`src/rtl/uart_pkg.sv`:
```
// Shared UART definitions: FSM state encoding, parity selectors and prescale limits.
// Both the transmit framer and the receive path import this package.
package uart_pkg;

  // Frame sequencing states, shared by the transmit and receive FSMs.
  typedef enum logic [2:0] {
    IDLE   = 3'd0,
    START  = 3'd1,
    DATA   = 3'd2,
    PARITY = 3'd3,
    STOP   = 3'd4
  } uart_state_e;

  // Parity type selector values.
  localparam logic PAR_EVEN = 1'b0;
  localparam logic PAR_ODD  = 1'b1;

  // Shortest legal bit period in clocks; smaller prescale requests are clamped up to this.
  localparam logic [5:0] MIN_PRESCALE = 6'd4;

  // Bit period actually used for a given prescale request.
  function automatic logic [5:0] eff_prescale(input logic [5:0] prescale);
    return (prescale < MIN_PRESCALE) ? MIN_PRESCALE : prescale;
  endfunction

endpackage

```
`src/rtl/uart_parity_calc.sv`:
```
// Combinational parity generator: even or odd parity over one payload word.
// The receive-side parity checker uses the same block.
module uart_parity_calc
  import uart_pkg::*;
#(
  parameter int unsigned DATA_WIDTH = 8
) (
  input  logic [DATA_WIDTH-1:0] i_data,
  input  logic                  i_par_typ,
  output logic                  o_par
);

  // Even parity makes the total count of ones even; odd parity inverts that bit.
  always_comb begin
    o_par = (^i_data) ^ (i_par_typ == PAR_ODD);
  end

endmodule

```
`src/rtl/uart_tx_frame.sv`:
```
// UART transmit framer: start bit, DATA_WIDTH data bits LSB-first, optional parity bit,
// one stop bit. Bit timing is eff_prescale clocks per bit; outputs are registered.
module uart_tx_frame
  import uart_pkg::*;
#(
  parameter int unsigned DATA_WIDTH = 8
) (
  input  logic                  Clk,
  input  logic                  Rst,
  input  logic [DATA_WIDTH-1:0] P_Data,
  input  logic                  Data_Valid,
  input  logic                  Par_En,
  input  logic                  Par_Typ,
  input  logic [5:0]            Prescale,
  output logic                  Tx_Out,
  output logic                  Busy
);

  localparam int unsigned BitCntW = (DATA_WIDTH > 1) ? $clog2(DATA_WIDTH) : 1;

  uart_state_e           r_state;
  uart_state_e           w_state_next;

  logic [DATA_WIDTH-1:0] r_data;
  logic [DATA_WIDTH-1:0] r_shreg;
  logic                  r_par_en;
  logic                  r_par_typ;
  logic [5:0]            r_prescale;
  logic [5:0]            r_edge_cnt;
  logic [BitCntW-1:0]    r_bit_cnt;
  logic                  r_tx;
  logic                  r_busy;

  logic                  w_accept;
  logic                  w_bit_end;
  logic                  w_last_bit;
  logic                  w_parity;
  logic                  w_tx_next;

  // Requests are only taken in IDLE, which also guarantees one idle cycle between frames.
  assign w_accept   = (r_state == IDLE) && Data_Valid;
  // r_prescale is at least MIN_PRESCALE outside IDLE, so the subtraction never wraps there.
  assign w_bit_end  = (r_edge_cnt == (r_prescale - 6'd1));
  assign w_last_bit = (r_bit_cnt == BitCntW'(DATA_WIDTH - 1));

  uart_parity_calc #(
    .DATA_WIDTH(DATA_WIDTH)
  ) u_parity (
    .i_data   (r_data),
    .i_par_typ(r_par_typ),
    .o_par    (w_parity)
  );

  // State register.
  always_ff @(posedge Clk) begin
    if (Rst) begin
      r_state <= IDLE;
    end else begin
      r_state <= w_state_next;
    end
  end

  // Next-state decode and the line level for the current state.
  always_comb begin
    w_state_next = r_state;
    w_tx_next    = 1'b1;
    case (r_state)
      IDLE: begin
        w_tx_next = 1'b1;
        if (Data_Valid) begin
          w_state_next = START;
        end
      end
      START: begin
        w_tx_next = 1'b0;
        if (w_bit_end) begin
          w_state_next = DATA;
        end
      end
      DATA: begin
        w_tx_next = r_shreg[0];
        if (w_bit_end && w_last_bit) begin
          w_state_next = r_par_en ? PARITY : STOP;
        end
      end
      PARITY: begin
        w_tx_next = w_parity;
        if (w_bit_end) begin
          w_state_next = STOP;
        end
      end
      STOP: begin
        w_tx_next = 1'b1;
        if (w_bit_end) begin
          w_state_next = IDLE;
        end
      end
      default: begin
        w_state_next = IDLE;
        w_tx_next    = 1'b1;
      end
    endcase
  end

  // Edge counter: position within the current bit period, held at 0 while idle.
  always_ff @(posedge Clk) begin
    if (Rst) begin
      r_edge_cnt <= 6'd0;
    end else if ((r_state == IDLE) || w_bit_end) begin
      r_edge_cnt <= 6'd0;
    end else begin
      r_edge_cnt <= r_edge_cnt + 6'd1;
    end
  end

  // Bit counter: index of the data bit on the line, only advances during DATA.
  always_ff @(posedge Clk) begin
    if (Rst) begin
      r_bit_cnt <= '0;
    end else if (r_state != DATA) begin
      r_bit_cnt <= '0;
    end else if (w_bit_end) begin
      r_bit_cnt <= w_last_bit ? '0 : (r_bit_cnt + 1'b1);
    end
  end

  // Frame capture at acceptance; the shift copy moves right once per data bit.
  always_ff @(posedge Clk) begin
    if (Rst) begin
      r_data     <= '0;
      r_shreg    <= '0;
      r_par_en   <= 1'b0;
      r_par_typ  <= PAR_EVEN;
      r_prescale <= 6'd0;
    end else if (w_accept) begin
      r_data     <= P_Data;
      r_shreg    <= P_Data;
      r_par_en   <= Par_En;
      r_par_typ  <= Par_Typ;
      r_prescale <= eff_prescale(Prescale);
    end else if ((r_state == DATA) && w_bit_end) begin
      r_shreg    <= r_shreg >> 1;
    end
  end

  // Registered outputs: the line follows the state one cycle later, Busy covers the frame.
  always_ff @(posedge Clk) begin
    if (Rst) begin
      r_tx   <= 1'b1;
      r_busy <= 1'b0;
    end else begin
      r_tx   <= w_tx_next;
      r_busy <= (r_state != IDLE);
    end
  end

  assign Tx_Out = r_tx;
  assign Busy   = r_busy;

endmodule

```
`config.mk`:
```
export PLATFORM = sky130hd
export DESIGN_NAME = uart_tx_frame
export DESIGN_NICKNAME = d
export VERILOG_FILES = /design/src/rtl/uart_pkg.sv /design/src/rtl/uart_parity_calc.sv /design/src/rtl/uart_tx_frame.sv
export SDC_FILE = /design/constraint.sdc
export NUM_CORES = 1
export LEC_CHECK = 0
export CORE_MARGIN = 2
export CORE_UTILIZATION = 58
export DETAILED_ROUTE_END_ITERATION = 10
export PLACE_DENSITY = 0.84
export REMOVE_ABC_BUFFERS = 1
export SLEW_MARGIN = 20
export SYNTH_ARGS = -nofsm -noshare
export SYNTH_HDL_FRONTEND = slang
export SYNTH_HIERARCHICAL = 1
export SYNTH_SLANG_ARGS = --single-unit
```
`constraint.sdc`:
```
create_clock -name Clk -period 4.29 [get_ports Clk]
set_input_delay 0.429 -clock Clk [delete_from_list [all_inputs] [get_ports Clk]]
set_output_delay 0.429 -clock Clk [all_outputs]
set_load 0.01 [all_outputs]
```
==> results of run 1 <==
worst max-delay path, stage by stage (launching register included):
cell       delay, ns
dfxtp_1         0.42
inv_1           0.07
ha_1            0.25
xnor2_1         0.14
a21o_1          0.19
o21ai_1         0.15
nand4_1         0.46
a2111oi_1       0.52
flip-flops by register name (all words and copies together), names as in the netlist:
signal and flops:
r_state 3, r_par_typ 1, r_par_en 1, r_data 8, Busy 1, Tx_Out 1
r_edge_cnt 6, r_bit_cnt 3, r_prescale 6, r_shreg 8
power groups by stage:
stage / Sequential, mW / Clock [mW] / Combinational [mW]
finish: 0.391 / 0.196 / 0.118
global route: 0.393 / 0.210 / 0.133
CTS: 0.391 / 0.199 / 0.120
detailed placement: 0.399 / 0 / 0.119
global placement: 0.397 / 0 / 0.114
floorplan: 0.395 / 0 / 0.0778
worst paths after layout:
check | start | endpoint | cells after the start
worst max-delay path | r_prescale[0]$_SDFFE_PP0P_ | r_shreg[1]$_SDFFE_PP0P_ | 7
worst min register to register | r_data[5]$_SDFFE_PP0P_ | r_data[5]$_SDFFE_PP0P_ | 2
worst max register to register | r_prescale[0]$_SDFFE_PP0P_ | r_shreg[1]$_SDFFE_PP0P_ | 7
worst min-delay path | r_data[5]$_SDFFE_PP0P_ | r_data[5]$_SDFFE_PP0P_ | 2
through the flow:
stage	total power [mW]	instance area [µm²]	hold slack, ns
after detailed placement	0.518	1930	0.459
after floorplan	0.473	1690	0.441
final	0.705	1990	0.476
after global placement	0.512	1930	0.456
after global routing	0.736	1990	0.507
after CTS	0.710	1990	0.475
kinds of logic after synthesis:
logic type | share of synthesized area
mux | 0.0229
buf+inv | 0.0423
fa+ha+maj | 0.0287
xor+xnor | 0.107
simple gates | 0.236
flops | 0.436
compound gates | 0.127
cells in the final DEF (no fill, tap or decap), drive strengths merged, types with 2 or more instances in the layout:
master         instances
o21ai                  2
a2111oi                6
ha                     4
or2                    2
nand4                  3
xnor2                 12
xor2                   6
inv                    5
nand3                  5
nand2                 33
a21o                   2
clkbuf                 7
nor3                  10
dfxtp                 38
clkdlybuf4s50         19
nor2                  30
mux2i                  4
a21oi                 18
layer usage:
metal / vias up / wire length (µm) / part of all wire / global-route usage
met1: 705 / 1460 / 0.41 / 0.230
met2: 24 / 1820 / 0.52 / 0.419
li1: 743 / - / - / -
met5: - / 0 / 0 / 0
met4: 0 / 96 / 0.027 / 0.156
met3: 9 / 140 / 0.040 / 0.0769
layout make-up:
cell class	instances	area, µm²	area share
Inverter	5	18.8	0.00945
Timing Repair Buffer	20	195	0.0983
Multi-Input combinational cell	153	912	0.459
Sequential cell	38	761	0.383
Clock inverter	1	5.00	0.00252
Tap cell	31	38.8	0.0195
Clock buffer	7	55.1	0.0277
==> impl_summary.txt, run 1 <==
----------------------------------------------------
[Global routing]
  First-pass GRT wire length ... about 6.0 mm
  Vias in the first global route ... ~1,400
  Global-route total usage across every layer ... 0.236
  Remaining Overflow, GRT ... 0
  Initial antenna violation count ... 0
  Maximum number of pins on one net before global-route repair ... 32

[Pwr]
  Relative contribution of sequential cells to total power ... 0.554
  Static leakage ... around 0.75 nW
  Share of power burned in combinational logic ... 0.168
  Switching component of the power ... about 190 µW
  Power Dens Cells ... 355 nW/µm²
  Pint ... just over 500 µW
  Switching Fraction ... 0.273
  Clock network fraction of total power ... 0.278
  Max VDD drop ... 275 µV

[Layout]
  Core Util, Final ... 0.708
  Nets ... 246
  # diodes ... 0
  Fraction of final layout cells with drive strength greater than 1 ... 0.0536
  Final instance count without filler cells ... approximately 260
  Fill count ... 224
  Area growth from synthesis to final layout ... 13.7%

[Place]
  Last weighted congestion value of the routability-driven placer ... between 0.8 and 0.9
  Number of placed instances, taps included ... 247
  Pre-CTS setup slack ... a little under 2 ns
  Detail Placement HPWL ... approximately 2.6 mm
  Port Buf Inserts ... 20

[Clocking]
  Number of post-CTS setup repair buffers ... 0
  TritonCTS Sinks ... 38
  Number of levels the H-tree was split into ... 2
  Worst-Skew Late Latency ... around 0.36 ns
  CTS tree ... done
  Buffer type at the clock tree root ... clkbuf_4
  Clock-pin slew reported for the worst setup and hold paths after clock tree synthesis ... 0.11 ns
  Clock Path Buffers ... 2
  CTS hold repair buffers ... 0
  Total clock buffers created by CTS ... 5
  Number of cells upsized or downsized after cts ... 0

[Die]
  Area inside the core boundary ... 2810 µm²
  DIE AREA ... approximately 3500 µm²
  FP Rows ... 19
  Count of pins on the block boundary ... 21
  Vert. Die Dim ... just under 60 µm
  Die extent in x ... 58.9 µm
  Initial cell density of the core ... 0.623

[Timing]
  Maximum clock rate ... around 440 MHz
  Share of the clock period used by the worst path after layout ... 0.534
  Relative slew margins ... 0.391
  Number of hold-slack violations in the final timing report ... 0
  Clock period minus final worst setup slack ... around 2.3 ns
  RSZ-0062 raised after global routing ... false
  Number of max-slew violations in the final report ... 0
  Worst setup margin ... 2.00 ns
  Number of setup violations in the final report ... 0
  Setup total negative slack ... 0 ns
  Slew at the pin with the worst max-slew slack ... 0.913 ns
  Worst Clk Skew ... approximately 0.012 ns

[Synthesis]
  Cell taking the most area after synthesis ... dfxtp_1
  Post-synth cell types ... 39
  Post-synth EDFFs ... 0
  Synth Cell Area ... roughly 1700 µm²
  Asr flop ratio synth ... 0
  Avg Inst Size Synth ... approximately 8.4 µm²
  Most instantiated flip-flop cell in the synthesis netlist ... dfxtp_1
  Sequential cell area fraction in the yosys report ... 0.436
  Top cells by area, synth ... dfxtp_1 (44%), nand2_1 (7.1%), nor2_1 (6.4%)
  Commonest cells in the netlist ... dfxtp_1 (38), nand2_1 (33), nor2_1 (30)
  Synthesized instance count ... ~210
  Number of synthesis warnings ... 6
  Flip-flop and latch count after synthesis ... 38
  Share of the synthesized area in the top cell type ... 0.436
  Leading cell type by number of instances after synthesis ... dfxtp_1

[Routing]
  Routed vias/inst ... around 5.8
  Wire length reported by the detailed router ... between 3 and 4 mm
  Remaining antenna violation count ... 0
  Number of design-rule violations left by the first detailed-router iteration ... between 40 and 50
  Per-cell routed wire length ... ~14 µm
  First-pass DRT Iterations ... 4
  Number of remaining DRC errors ... 0
  Routed vias ... 1,481

[Worst setup path]
  Required time of the critical path ... approximately 4.5 ns
  Nature of the critical path startpoint ... flip-flop
  Crit path kind ... reg -> reg
  Arrival time worst endpoint ... approximately 2.5 ns
  Worst R2R Setup Slack ... about 2 ns
  Max FO, Critical Path ... 14
  Endpoint class of the critical path ... flip-flop

[Run status]
  Status ... finished, final reports clean

[Flow run]
  Number of maximum-capacitance violations ... 0

[Min path]
  Classification of the worst-slack hold path ... reg -> reg

----------------------------------------------------
No activity file was read; power rests on OpenSTA's default activity.
==> run 2: changes to the inputs <==
Settings changed: CORE_UTILIZATION 58 to 54, PLACE_DENSITY 0.84 to 0.79.
Clock period 4.29 ns to 2.31 ns, I/O delays scaled along.
==> impl_summary.txt, run 2 (same netlist as run 1, synthesis figures left out) <==
----------------------------------------------------
[Run status]
  Status ... finished, final reports clean (unchanged)

[Pwr]
  Static leakage ... 0.760 nW (was 0.751 nW)
  Switching Fraction ... 0.264 (was 0.273)
  Relative contribution of sequential cells to total power ... 0.577 (was 0.554)
  Power Dens Cells ... 622 nW/µm² (was 355 nW/µm²)
  Max VDD drop ... 507 µV (was 275 µV)
  Share of power burned in combinational logic ... 0.178 (was 0.168)
  Total power consumption of the routed design ... 1.26 mW (was 705 µW)
  Pint ... 925 µW (was 512 µW)
  Clock network fraction of total power ... 0.246 (was 0.278)
  Switching component of the power ... 332 µW (was 193 µW)

[Layout]
  Nets ... 250 (was 246)
  Area of the multi-input gates ... 912 µm² (unchanged)
  Fraction of final layout cells with drive strength greater than 1 ... 0.0573 (was 0.0536)
  Fill count ... 288 (was 224)
  Final instance count without filler cells ... 271 (was 255)
  Area growth from synthesis to final layout ... 15.8% (was 13.7%)
  Core Util, Final ... 0.662 (was 0.708)
  Area of all placed cells without fillers ... 2020 µm² (was 1990 µm²)
  Sequential Area ... 761 µm² (unchanged)
  # diodes ... 0 (unchanged)
  Highest-count cells in the layout ignoring fill and taps ... dfxtp_1 (38), nand2_1 (33), nor2_1 (30), clkdlybuf4s50_1 (20), a21oi_1 (18) (was dfxtp_1 (38), nand2_1 (33), nor2_1 (30), clkdlybuf4s50_1 (19), a21oi_1 (18))
  Largest registers in the final layout ... r_data x8, r_shreg x8 (unchanged)
  Leading cell type in the layout, fill and taps excluded ... dfxtp_1 (unchanged)

[Worst setup path]
  Endpoint class of the critical path ... flip-flop (unchanged)
  Required time of the critical path ... 2.53 ns (was 4.54 ns)
  Crit path kind ... reg -> reg (unchanged)
  Nature of the critical path startpoint ... flip-flop (unchanged)
  Worst R2R Setup Slack ... 0.29 ns (was 2.00 ns)
  Arrival time worst endpoint ... 2.24 ns (was 2.54 ns)
  Max FO, Critical Path ... 14 (unchanged)

[Timing]
  Share of the clock period used by the worst path after layout ... 0.875 (was 0.534)
  Maximum clock rate ... 495 MHz (was 436 MHz)
  RSZ-0062 raised after global routing ... false (unchanged)
  Clock period minus final worst setup slack ... 2.02 ns (was 2.29 ns)
  Setup total negative slack ... 0 ns (unchanged)
  Number of max-slew violations in the final report ... 0 (unchanged)
  Worst Clk Skew ... 0.0105 ns (was 0.0119 ns)
  Number of hold-slack violations in the final timing report ... 0 (unchanged)
  Slew at the pin with the worst max-slew slack ... 0.707 ns (was 0.913 ns)
  Number of setup violations in the final report ... 0 (unchanged)
  Relative slew margins ... 0.527 (was 0.391)

[Routing]
  Per-cell routed wire length ... 12.1 µm (was 13.8 µm)
  Number of design-rule violations left by the first detailed-router iteration ... 69 (was 42)
  Routed vias ... 1,436 (was 1,481)
  Routed vias/inst ... 5.30 (was 5.81)
  Number of remaining DRC errors ... 0 (unchanged)
  First-pass DRT Iterations ... 4 (unchanged)
  Wire length reported by the detailed router ... 3.29 mm (was 3.51 mm)
  Remaining antenna violation count ... 0 (unchanged)

[Die]
  Count of pins on the block boundary ... 21 (unchanged)
  Die extent in x ... 60.9 µm (was 58.9 µm)
  Initial cell density of the core ... 0.572 (was 0.623)
  FP Rows ... 20 (was 19)
  DIE AREA ... 3710 µm² (was 3470 µm²)
  Vert. Die Dim ... 60.9 µm (was 58.9 µm)
  Area inside the core boundary ... 3050 µm² (was 2810 µm²)

[Place]
  Last weighted congestion value of the routability-driven placer ... 0.817 (was 0.847)
  Post-placement cell area ... 1980 µm² (was 1930 µm²)
  Detail Placement HPWL ... 2.48 mm (was 2.58 mm)
  Number of placed instances, taps included ... 264 (was 247)
  Port Buf Inserts ... 20 (unchanged)

[Clocking]
  TritonCTS Sinks ... 38 (unchanged)
  CTS tree ... done (unchanged)
  Worst-Skew Late Latency ... 0.33 ns (was 0.36 ns)
  Number of levels the H-tree was split into ... 2 (unchanged)
  Buffer type at the clock tree root ... clkbuf_4 (unchanged)
  Clock Path Buffers ... 2 (unchanged)
  Number of post-CTS setup repair buffers ... 0 (unchanged)
  Clock-pin slew reported for the worst setup and hold paths after clock tree synthesis ... 0.10 ns (was 0.11 ns)
  Number of cells upsized or downsized after cts ... 0 (unchanged)
  CTS hold repair buffers ... 0 (unchanged)
  Total clock buffers created by CTS ... 5 (unchanged)

[Global routing]
  Global-route total usage across every layer ... 0.214 (was 0.236)
  Initial antenna violation count ... 0 (unchanged)
  Remaining Overflow, GRT ... 0 (unchanged)
  Maximum number of pins on one net before global-route repair ... 29 (was 32)
  Vias in the first global route ... 1,352 (was 1,442)
  First-pass GRT wire length ... 5.73 mm (was 5.95 mm)

[Min path]
  Classification of the worst-slack hold path ... in -> reg (was reg -> reg)

[Flow run]
  Number of maximum-capacitance violations ... 0 (unchanged)

----------------------------------------------------
-- run 2: cell count changes in the layout (fill, tap and decap cells not counted), sizes merged --
cell           delta
buf               +3
clkdlybuf4s50     +1
clkinv            -1
-- run 2: area by class of cell --
type                       count  share of cell area
clock buffer                   7              0.0223
inverter                       5             0.00928
multi-input combinational    153               0.451
sequential                    38               0.376
tap                           44              0.0272
timing repair buffer          24               0.114
-- run 2: worst paths after layout --
path | start | to | cells past startpoint
min reg2reg | r_data[7]$_SDFFE_PP0P_ | r_data[7]$_SDFFE_PP0P_ | 2
max | r_prescale[0]$_SDFFE_PP0P_ | r_shreg[3]$_SDFFE_PP0P_ | 8
max reg2reg | r_prescale[0]$_SDFFE_PP0P_ | r_shreg[3]$_SDFFE_PP0P_ | 8
min | Par_Typ | r_par_typ$_SDFFE_PP0P_ | 3
-- run 2: worst max-delay path, stage by stage, from the launching register on --
cell       delay, ns
dfxtp_1         0.43
inv_1           0.07
ha_1            0.25
xnor2_1         0.14
a21o_1          0.18
o21ai_1         0.17
nand4_1         0.11
buf_4           0.20
a2111oi_1       0.36
-- run 2: per-stage QoR --
stage	setup WS (ns)	hold WS, ns
after floorplan	0.347	0.300
after global placement	0.445	0.455
after detailed placement	0.321	0.460
after CTS	0.286	0.419
after global routing	0.103	0.438
final	0.288	0.445
-- run 2: routing by layer --
layer | vias up | wire, µm | GRT usage
met5 | - | 0 | 0
met3 | 4 | 125 | 0.0704
met4 | 0 | 48 | 0.0839
met2 | 26 | 1660 | 0.370
met1 | 655 | 1450 | 0.244
li1 | 751 | - | -
-- run 2: power groups by stage --
stage / combinational, mW / sequential, mW / clock, mW
6_report: 0.224 / 0.725 / 0.309
3_5_place_dp: 0.224 / 0.741 / 0
2_1_floorplan: 0.144 / 0.734 / 0
5_1_grt: 0.251 / 0.730 / 0.360
4_1_cts: 0.226 / 0.725 / 0.324
3_3_place_gp: 0.217 / 0.738 / 0
